<file path="src/rtl/spi_mon_pkg.sv">
// rtl/spi_mon_pkg.sv - shared types and constants for the SPI frame monitor
package spi_mon_pkg;

    typedef enum logic [1:0] {
        IDLE,
        CMD,
        DATA
    } state_t;

    localparam int FRAME_BITS = 16;
    localparam int RW_BIT     = 15;

    // Sensor setup sequence: both registers must hold these values
    localparam logic [6:0] DEF_SETUP_ADDR0 = 7'h0D;
    localparam logic [7:0] DEF_SETUP_VAL0  = 8'h02;
    localparam logic [6:0] DEF_SETUP_ADDR1 = 7'h11;
    localparam logic [7:0] DEF_SETUP_VAL1  = 8'h50;

endpackage

</file>
<file path="src/rtl/spi_frame_monitor_sat_counter.sv">
// rtl/spi_frame_monitor_sat_counter.sv - saturating event counter
module sat_counter #(
    parameter int W = 8
) (
    input  logic         SCLK,
    input  logic         rst_n,
    input  logic         clr,
    input  logic         inc,
    output logic [W-1:0] cnt
);

    always_ff @(posedge SCLK or negedge rst_n) begin
        if (!rst_n) begin
            cnt <= '0;
        end else if (clr) begin
            cnt <= '0;
        end else if (inc && !(&cnt)) begin
            cnt <= cnt + W'(1);
        end
    end

endmodule

</file>
<file path="src/rtl/spi_frame_monitor.sv">
// rtl/spi_frame_monitor.sv - passive SPI frame decoder with register shadow and statistics
module spi_frame_monitor
    import spi_mon_pkg::*;
#(
    parameter int               ADDR_W      = 7,
    parameter int               CNT_W       = 8,
    parameter logic [ADDR_W-1:0] SETUP_ADDR0 = DEF_SETUP_ADDR0,
    parameter logic [7:0]        SETUP_VAL0  = DEF_SETUP_VAL0,
    parameter logic [ADDR_W-1:0] SETUP_ADDR1 = DEF_SETUP_ADDR1,
    parameter logic [7:0]        SETUP_VAL1  = DEF_SETUP_VAL1
) (
    input  logic              SCLK,
    input  logic              rst_n,
    input  logic              SS_n,
    input  logic              MOSI,
    input  logic              MISO,
    output logic              frm_rd,
    output logic [ADDR_W-1:0] frm_addr,
    output logic [7:0]        frm_wdata,
    output logic [7:0]        frm_rdata,
    output logic [CNT_W-1:0]  frm_seq,
    output logic [CNT_W-1:0]  wr_cnt,
    output logic [CNT_W-1:0]  rd_cnt,
    output logic [CNT_W-1:0]  abort_cnt,
    output logic              setup_done,
    input  logic [ADDR_W-1:0] shd_addr,
    output logic [7:0]        shd_data
);

    logic                  frame_clr;
    logic [3:0]            bit_cnt;
    logic [3:0]            bit_cnt_nxt;
    state_t                state;
    state_t                state_nxt;
    logic                  complete;
    logic [FRAME_BITS-2:0] mosi_sr;
    logic [FRAME_BITS-2:0] miso_sr;
    logic [FRAME_BITS-1:0] mosi_word;
    logic [FRAME_BITS-1:0] miso_word;
    logic                  partial;
    logic                  frame_done;
    logic                  wr_inc;
    logic                  rd_inc;
    logic                  abort_inc;
    logic [7:0]            shadow [0:(1<<ADDR_W)-1];

    // Deselect wipes only the in-flight frame; results and statistics survive it
    assign frame_clr = ~rst_n | SS_n;

    always_ff @(posedge SCLK or posedge frame_clr) begin
        if (frame_clr) begin
            bit_cnt <= '0;
            state   <= IDLE;
            mosi_sr <= '0;
            miso_sr <= '0;
        end else begin
            bit_cnt <= bit_cnt_nxt;
            state   <= state_nxt;
            mosi_sr <= {mosi_sr[FRAME_BITS-3:0], MOSI};
            miso_sr <= {miso_sr[FRAME_BITS-3:0], MISO};
        end
    end

    always_comb begin
        bit_cnt_nxt = bit_cnt + 4'd1;
        state_nxt   = state;
        complete    = 1'b0;
        case (state)
            IDLE: state_nxt = CMD;
            CMD: begin
                if (bit_cnt == 4'd8) begin
                    state_nxt = DATA;
                end
            end
            DATA: begin
                if (bit_cnt == 4'(FRAME_BITS - 1)) begin
                    complete    = 1'b1;
                    state_nxt   = IDLE;
                    bit_cnt_nxt = 4'd0;
                end
            end
            default: state_nxt = IDLE;
        endcase
    end

    // The 16th bit is still on the wires at the completing edge, so it is appended live
    assign mosi_word  = {mosi_sr, MOSI};
    assign miso_word  = {miso_sr, MISO};
    assign frame_done = complete & ~SS_n;
    assign wr_inc     = frame_done & ~mosi_word[RW_BIT];
    assign rd_inc     = frame_done & mosi_word[RW_BIT];
    assign abort_inc  = ~SS_n & (state == IDLE) & partial;

    always_ff @(posedge SCLK or negedge rst_n) begin
        if (!rst_n) begin
            frm_rd    <= 1'b0;
            frm_addr  <= '0;
            frm_wdata <= '0;
            frm_rdata <= '0;
            frm_seq   <= '0;
            partial   <= 1'b0;
        end else if (!SS_n) begin
            partial <= ~complete;
            if (complete) begin
                frm_rd    <= mosi_word[RW_BIT];
                frm_addr  <= mosi_word[RW_BIT-1 -: ADDR_W];
                frm_wdata <= mosi_word[7:0];
                frm_rdata <= miso_word[7:0];
                frm_seq   <= frm_seq + CNT_W'(1);
            end
        end
    end

    always_ff @(posedge SCLK or negedge rst_n) begin
        if (!rst_n) begin
            for (int i = 0; i < (1 << ADDR_W); i++) begin
                shadow[i] <= '0;
            end
        end else if (wr_inc) begin
            shadow[mosi_word[RW_BIT-1 -: ADDR_W]] <= mosi_word[7:0];
        end
    end

    assign shd_data   = shadow[shd_addr];
    assign setup_done = (shadow[SETUP_ADDR0] == SETUP_VAL0) &&
                        (shadow[SETUP_ADDR1] == SETUP_VAL1);

    sat_counter #(.W(CNT_W)) u_wr_cnt (
        .SCLK  (SCLK),
        .rst_n (rst_n),
        .clr   (1'b0),
        .inc   (wr_inc),
        .cnt   (wr_cnt)
    );

    sat_counter #(.W(CNT_W)) u_rd_cnt (
        .SCLK  (SCLK),
        .rst_n (rst_n),
        .clr   (1'b0),
        .inc   (rd_inc),
        .cnt   (rd_cnt)
    );

    sat_counter #(.W(CNT_W)) u_abort_cnt (
        .SCLK  (SCLK),
        .rst_n (rst_n),
        .clr   (1'b0),
        .inc   (abort_inc),
        .cnt   (abort_cnt)
    );

endmodule

</file>
<file path="config.mk">
export PLATFORM = sky130hd
export DESIGN_NAME = spi_frame_monitor
export DESIGN_NICKNAME = d
export VERILOG_FILES = /design/src/rtl/spi_mon_pkg.sv /design/src/rtl/spi_frame_monitor_sat_counter.sv /design/src/rtl/spi_frame_monitor.sv
export SDC_FILE = /design/constraint.sdc
export NUM_CORES = 2
export LEC_CHECK = 0
export ABC_AREA = 1
export BUFFER_PORTS_ARGS = -buffer_cell sky130_fd_sc_hd__buf_2
export CORE_AREA = 2 2 321 323
export DETAILED_ROUTE_END_ITERATION = 16
export DIE_AREA = 0 0 323 325
export GPL_ROUTABILITY_DRIVEN = 0
export PLACE_DENSITY = 0.62
export SETUP_SLACK_MARGIN = 0.5
export SLEW_MARGIN = 20
export SYNTH_ARGS = -nofsm -noshare
export SYNTH_HDL_FRONTEND = slang
export SYNTH_SLANG_ARGS = --single-unit
</file>
<file path="constraint.sdc">
create_clock -name SCLK -period 5.5 [get_ports SCLK]
set_input_delay 0.825 -clock SCLK [delete_from_list [all_inputs] [get_ports SCLK]]
set_output_delay 0.825 -clock SCLK [all_outputs]
set_load 0.02 [all_outputs]
</file>
After elaboration in Yosys (flattened, before gate mapping)
Cells that the tools add are included.
{"block": "totals", "out_inout_bits": 65, "register_bits": 1109, "inputBits": 12, "wordCells": 196}
{"block": "classes", "muxes": 13, "bitwise": 12, "addsub": 5, "n_eq_ne": 8, "order_cmp": 3, "reduce_logical": 14}
{"operator": "bitwise mux 1024 bit", "n": 1}
{"operator": "binary-select mux 8 bit (select 7 bit)", "n": 1}
{"operator": "demux 8 bit (select 7 bit)", "n": 1}
{"operator": "adder 8 x 1 -> 8 bit, second input constant", "n": 4}
{"operator": "two-way mux 8 bit", "n": 3}
{"operator": "AND reduction 8 bit", "n": 3}
{"operator": ">= comparator 8 bit, second input constant", "n": 2}
{"operator": "inverter 7 -> 8 bit", "n": 2}
{"operator": "== test 4 bit, second input constant", "n": 2}
{"operator": "== test 8 x 2 -> 1 bit, second input constant", "n": 1}
{"operator": "== test 8 x 7 -> 1 bit, second input constant", "n": 1}
{"operator": "< comparator 8 x 1 -> 1 bit, second input constant", "n": 1}
{"operator": "two-way mux 4 bit", "n": 2}
{"operator": "case mux 2 bit (3 select lines)", "n": 1}
{"operator": "bitwise AND 1 bit", "n": 5}
{"operator": "logical AND 1 bit", "n": 5}
{"operator": "adder 4 x 1 -> 4 bit, second input constant", "n": 1}
{"operator": "two-way mux 2 bit", "n": 2}
{"operator": "inequality test 2 bit, second input constant", "n": 2}
{"operator": "inverter 1 bit", "n": 4}
{"operator": "AND reduction 2 bit", "n": 2}
{"operator": "logical NOT 1 bit", "n": 3}
{"operator": "== test 2 x 1 -> 1 bit, second input constant", "n": 1}
{"operator": "== test 2 bit, second input constant", "n": 1}
{"operator": "other kinds (3)", "n": 4}

Logic depth before layout (Yosys ltp)
{"block": "logic_depth", "ltp_word": 6, "ltp_mapped": 14, "depth_no_buf": 11}

Cells and area by module
A second synthesis with hierarchy kept.
{"block": "unflattened", "hier_cells": 7392, "hier_area_um2": 55505.7}
{"mod": "spi_frame_monitor", "seq_area_each_um2": 27151.0, "instances": 1, "cells_each": 7173, "area_per_inst_um2": 54023.1}
{"mod": "sat_counter", "seq_area_each_um2": 200.2, "instances": 3, "cells_each": 73, "area_per_inst_um2": 494.2}

Least setup slack after synthesis
OpenSTA, ideal clock, no wires.
{"block": "synth_timing", "path_kind": "input-to-output", "from": "input shd_addr[0]", "to": "output shd_data[3]", "required_time_ps": 4675, "t_arrival_ps": 2318, "path_buffers": 3, "cell_stages": 14, "setup_slack_ps": 2357, "cell_sequence": "buf_2 -> inv_2 -> clkbuf_1 -> clkbuf_1 -> nand2_1 -> nand3_1 -> nand3_1 -> nand3_1 -> nand2_1 -> nand2_1 -> nand3_1 -> nand2_1 -> nand2_1 -> nand2_1"}
{"block": "synth_via", "elab_chain_cells": 4}
{"element": "from (decl)", "line_no": "spi_frame_monitor.sv:26", "rtl": "input logic [ADDR_W-1:0] shd_addr,"}
{"element": "inverter 7 -> 8 bit (implied by the code)", "line_no": "spi_frame_monitor.sv:124", "rtl": "assign shd_data = shadow[shd_addr];"}
{"element": "binary-select mux 8 bit (select 7 bit)", "line_no": "spi_frame_monitor.sv:124"}
{"element": "two-way mux 8 bit (implied by the code) (2 in series)", "line_no": "spi_frame_monitor.sv:124"}
{"element": "to (decl)", "line_no": "spi_frame_monitor.sv:27", "rtl": "output logic [7:0] shd_data"}
Every way passes these cells. The select of a mux whose other input is x is not followed.

Worst setup path in the final report
{"block": "layout_timing", "from": "input shd_addr[1]", "to": "output shd_data[3]"}
Same word-level chain as after synthesis.

==> flow_summary.json <==
{
  "finalHoldViolations": 0,
  "worstSkewPairLatency_ns": 0.70,
  "regToRegEndpoint": "shadow[41]",
  "synth_edf_count": 0,
  "vdd_ir_drop_max_mv": 0.256,
  "yosys.area_share.simple_pct": 29.5,
  "final_cells": 7403,
  "synth.area.mux_share_pct": 0.0439,
  "setup_violations": 0,
  "r2r_start": "mosi_sr[8]",
  "cp_data_arrival_time_ns": 3.59,
  "tns_ns": 0,
  "clk_transition_reported_paths_ns": 0.06,
  "antenna_found_initial": 0,
  "synthFlopType": "dfrtp_1",
  "clock_path_buffers": 3,
  "vias": 41700,
  "ys_warn_count": 0,
  "reg2reg_depth": 6,
  "clock_sinks": 1109,
  "rows": 117,
  "postSynth.asyncResetShare_pct": 100,
  "cts_resized": 0,
  "slew_violations": 0,
  "hold_path.class": "in2async",
  "routedWlPerCell_um": 20.2,
  "regToRegSetupSlack_ns": 2.41,
  "drc": 0,
  "powerDensity_nw_per_um2": 316,
  "slew_headroom_pct": 24.1,
  "pin_count": 77,
  "cts-htree-levels": 3,
  "grt_usage_pct": 28.7,
  "synthAdderAreaFrac_pct": 0.146,
  "syn_inst": 6143,
  "syn_area_per_cell_um2": 8.35,
  "dp_hpwl_um": 86200,
  "synth_xor_area_share_pct": 0.478,
  "grt_pass1_vias": 39000,
  "worstPathMaxFanout": 80,
  "finalCritPeriodShare_pct": 80.3,
  "cts_root_buf": "clkbuf_16",
  "postCtsSetupBuffers": 0,
  "min_period_ns": 4.42,
  "die-width_um": 323,
  "crit_type": "in2out",
  "ys_seq_elements": 1109,
  "syn-num-nets": 6161,
  "antennaDiodeCount": 0,
  "fp.dieH_um": 325,
  "grt_max_degree": 158,
  "cp-end-kind": "output port",
  "ant_nets": 0,
  "dieArea_um2": 105000,
  "status": "completed",
  "finClkSkew_ns": 0.0256,
  "areaGrowthSynthToFinish_pct": 9.13,
  "grt_pass1_wl_um": 236000,
  "first_pass_iters": 6,
  "syn_area_um2": 51300,
  "rsz0062_at_grt": "false",
  "grt.overflow.total": 0,
  "synthDistinctLibCells": 38,
  "core_um2": 101000,
  "drtIter0Drc": 4744,
  "post-place-cells": 7186,
  "wl_um": 150000,
  "synth_top_family_by_area": "simple AND/OR/NAND/NOR gates",
  "crit_required_ns": 4.68,
  "finalNetCount": 5956,
  "critPathLaunchType": "primary input",
  "cts_tree": "yes",
  "synth_compound_area_share_pct": 10.6,
  "yosysSeqAreaShare_pct": 54.1,
  "drt-vias-per-instance": 5.63,
  "floorplan.initialDensity_pct": 50.7,
  "maxCapViolations": 0,
  "drive_gt1_share_pct": 8.86,
  "fmax_mhz": 226,
  "portBuffers": 76,
  "cts_buffers": 118,
  "worst_pin_slew_ns": 1.14,
  "p_leak_nw": 26.3,
  "cts_hold_buf": 0,
  "fillerInstances": 9502
}
-- per-stage QoR --
stage          setup WS (ns)  util (%)  hold WS, ns  power, W  instance area [um^2]
2_1_floorplan           2.36         -        0.354   0.00904                 51300
3_3_place_gp            1.17      51.3        0.357   0.00968                 52000
3_5_place_dp            1.18      51.3        0.361   0.00968                 52000
4_1_cts                 1.18      55.3        0.148    0.0178                 56000
5_1_grt                 1.00      55.3        0.193    0.0183                 56000
6_report                1.08      55.3        0.147    0.0177                 56000
-- worst max-delay path by stage --
stage / end / from / cells after the start / slack, ns
3_3_place_gp: shd_data[3] / shd_addr[1] / 13 / 1.17
3_5_place_dp: shd_data[2] / shd_addr[0] / 14 / 1.18
4_1_cts: shd_data[3] / shd_addr[1] / 13 / 1.18
6_report: shd_data[3] / shd_addr[1] / 13 / 1.08
5_1_grt: shd_data[1] / shd_addr[2] / 13 / 1.00
2_1_floorplan: shd_data[3] / shd_addr[0] / 14 / 2.36
-- worst max-delay path, cell delays in order --
cell	delay, ns
clkbuf_8	0.24
inv_8	0.57
buf_12	0.31
nand3_1	0.17
nand3_1	0.12
nand3_1	0.18
nand2_1	0.17
nand2_1	0.08
nand3_1	0.20
nand2_1	0.16
nand2_1	0.11
nand2_1	0.11
buf_2	0.18
-- state kept, by name, indices dropped and copies added (netlist names) --
signal           cells
miso_sr              7
state                2
bit_cnt              4
frm_rd               1
partial              1
frm_seq              8
frm_addr             7
frm_wdata            8
u_abort_cnt.cnt      8
u_rd_cnt.cnt         8
frm_rdata            8
shadow            1024
u_wr_cnt.cnt         8
mosi_sr             15
-- per-layer routing --
layer	routed length, um	share of wire, %	up-vias	GRT usage, %
met2	69700	46	1344	44.8
met3	9210	6.1	259	3.62
met4	5270	3.5	0	9.87
li1	-	-	19800	-
met5	0	0	-	0
met1	65700	44	20200	41.5
-- synth_stat cells, types with 2 or more instances --
| cell | number | share of area [%] |
|---|---|---|
| nand2_1 | 2321 | 17 |
| dfrtp_1 | 1109 | 54 |
| nand3_1 | 938 | 9.1 |
| o21ai_1 | 656 | 6.4 |
| o21ai_0 | 336 | 3.3 |
| clkbuf_1 | 332 | 2.4 |
| nand2_4 | 94 | 2.1 |
| buf_6 | 71 | 1.6 |
| inv_1 | 53 | 0.39 |
| o21ai_2 | 48 | 0.82 |
| buf_2 | 37 | 0.36 |
| buf_1 | 30 | 0.22 |
| nor2_1 | 17 | 0.12 |
| xnor2_1 | 15 | 0.26 |
| xor2_1 | 13 | 0.22 |
| nor2_8 | 12 | 0.47 |
| nor3_4 | 7 | 0.22 |
| ha_1 | 6 | 0.15 |
| nor2_4 | 6 | 0.13 |
| nor4_1 | 6 | 0.073 |
| a21oi_1 | 4 | 0.039 |
| inv_2 | 4 | 0.029 |
| nand3_4 | 4 | 0.14 |
| nand4_1 | 4 | 0.049 |
| nor3_1 | 4 | 0.039 |
| buf_8 | 2 | 0.059 |
| mux2_2 | 2 | 0.044 |
| nand2_2 | 2 | 0.024 |
-- final cells by class --
type	count	area, um^2	share of cell area (%)
multi-input cells	4500	20900	37.4
flip-flops and latches	1109	27800	49.6
clock buffers	175	3500	6.25
well taps	1368	1710	3.06
inverters	59	295	0.527
repair buffers	150	1330	2.38
clock inverters	42	483	0.862
-- cells in the final DEF (no fill, tap or decap), drive strengths merged, types with 15 or more instances in the layout --
cell type and n:
nand2 2417, inv 62, nand3 943, xnor2 15
dfrtp 1109, nor2 35, o21ai 1040, clkbuf 176
buf 149, clkinv 25
-- report_power, final --
group / internal [W] / switching [W]
Sequential: 0.00821 / 0.0000449
Clock: 0.00484 / 0.00334
Combinational: 0.000259 / 0.00101
-- cell families after synthesis --
logic type               Yosys count
flip-flops                      1109
buffers and inverters            534
XOR/XNOR                          28
AND/OR/NAND/NOR                 3418
multiplexers                       2
AO/OA/AOI/OAI                   1046
adder cells (fa/ha/maj)            6
Power figures use the tool's default switching activity.
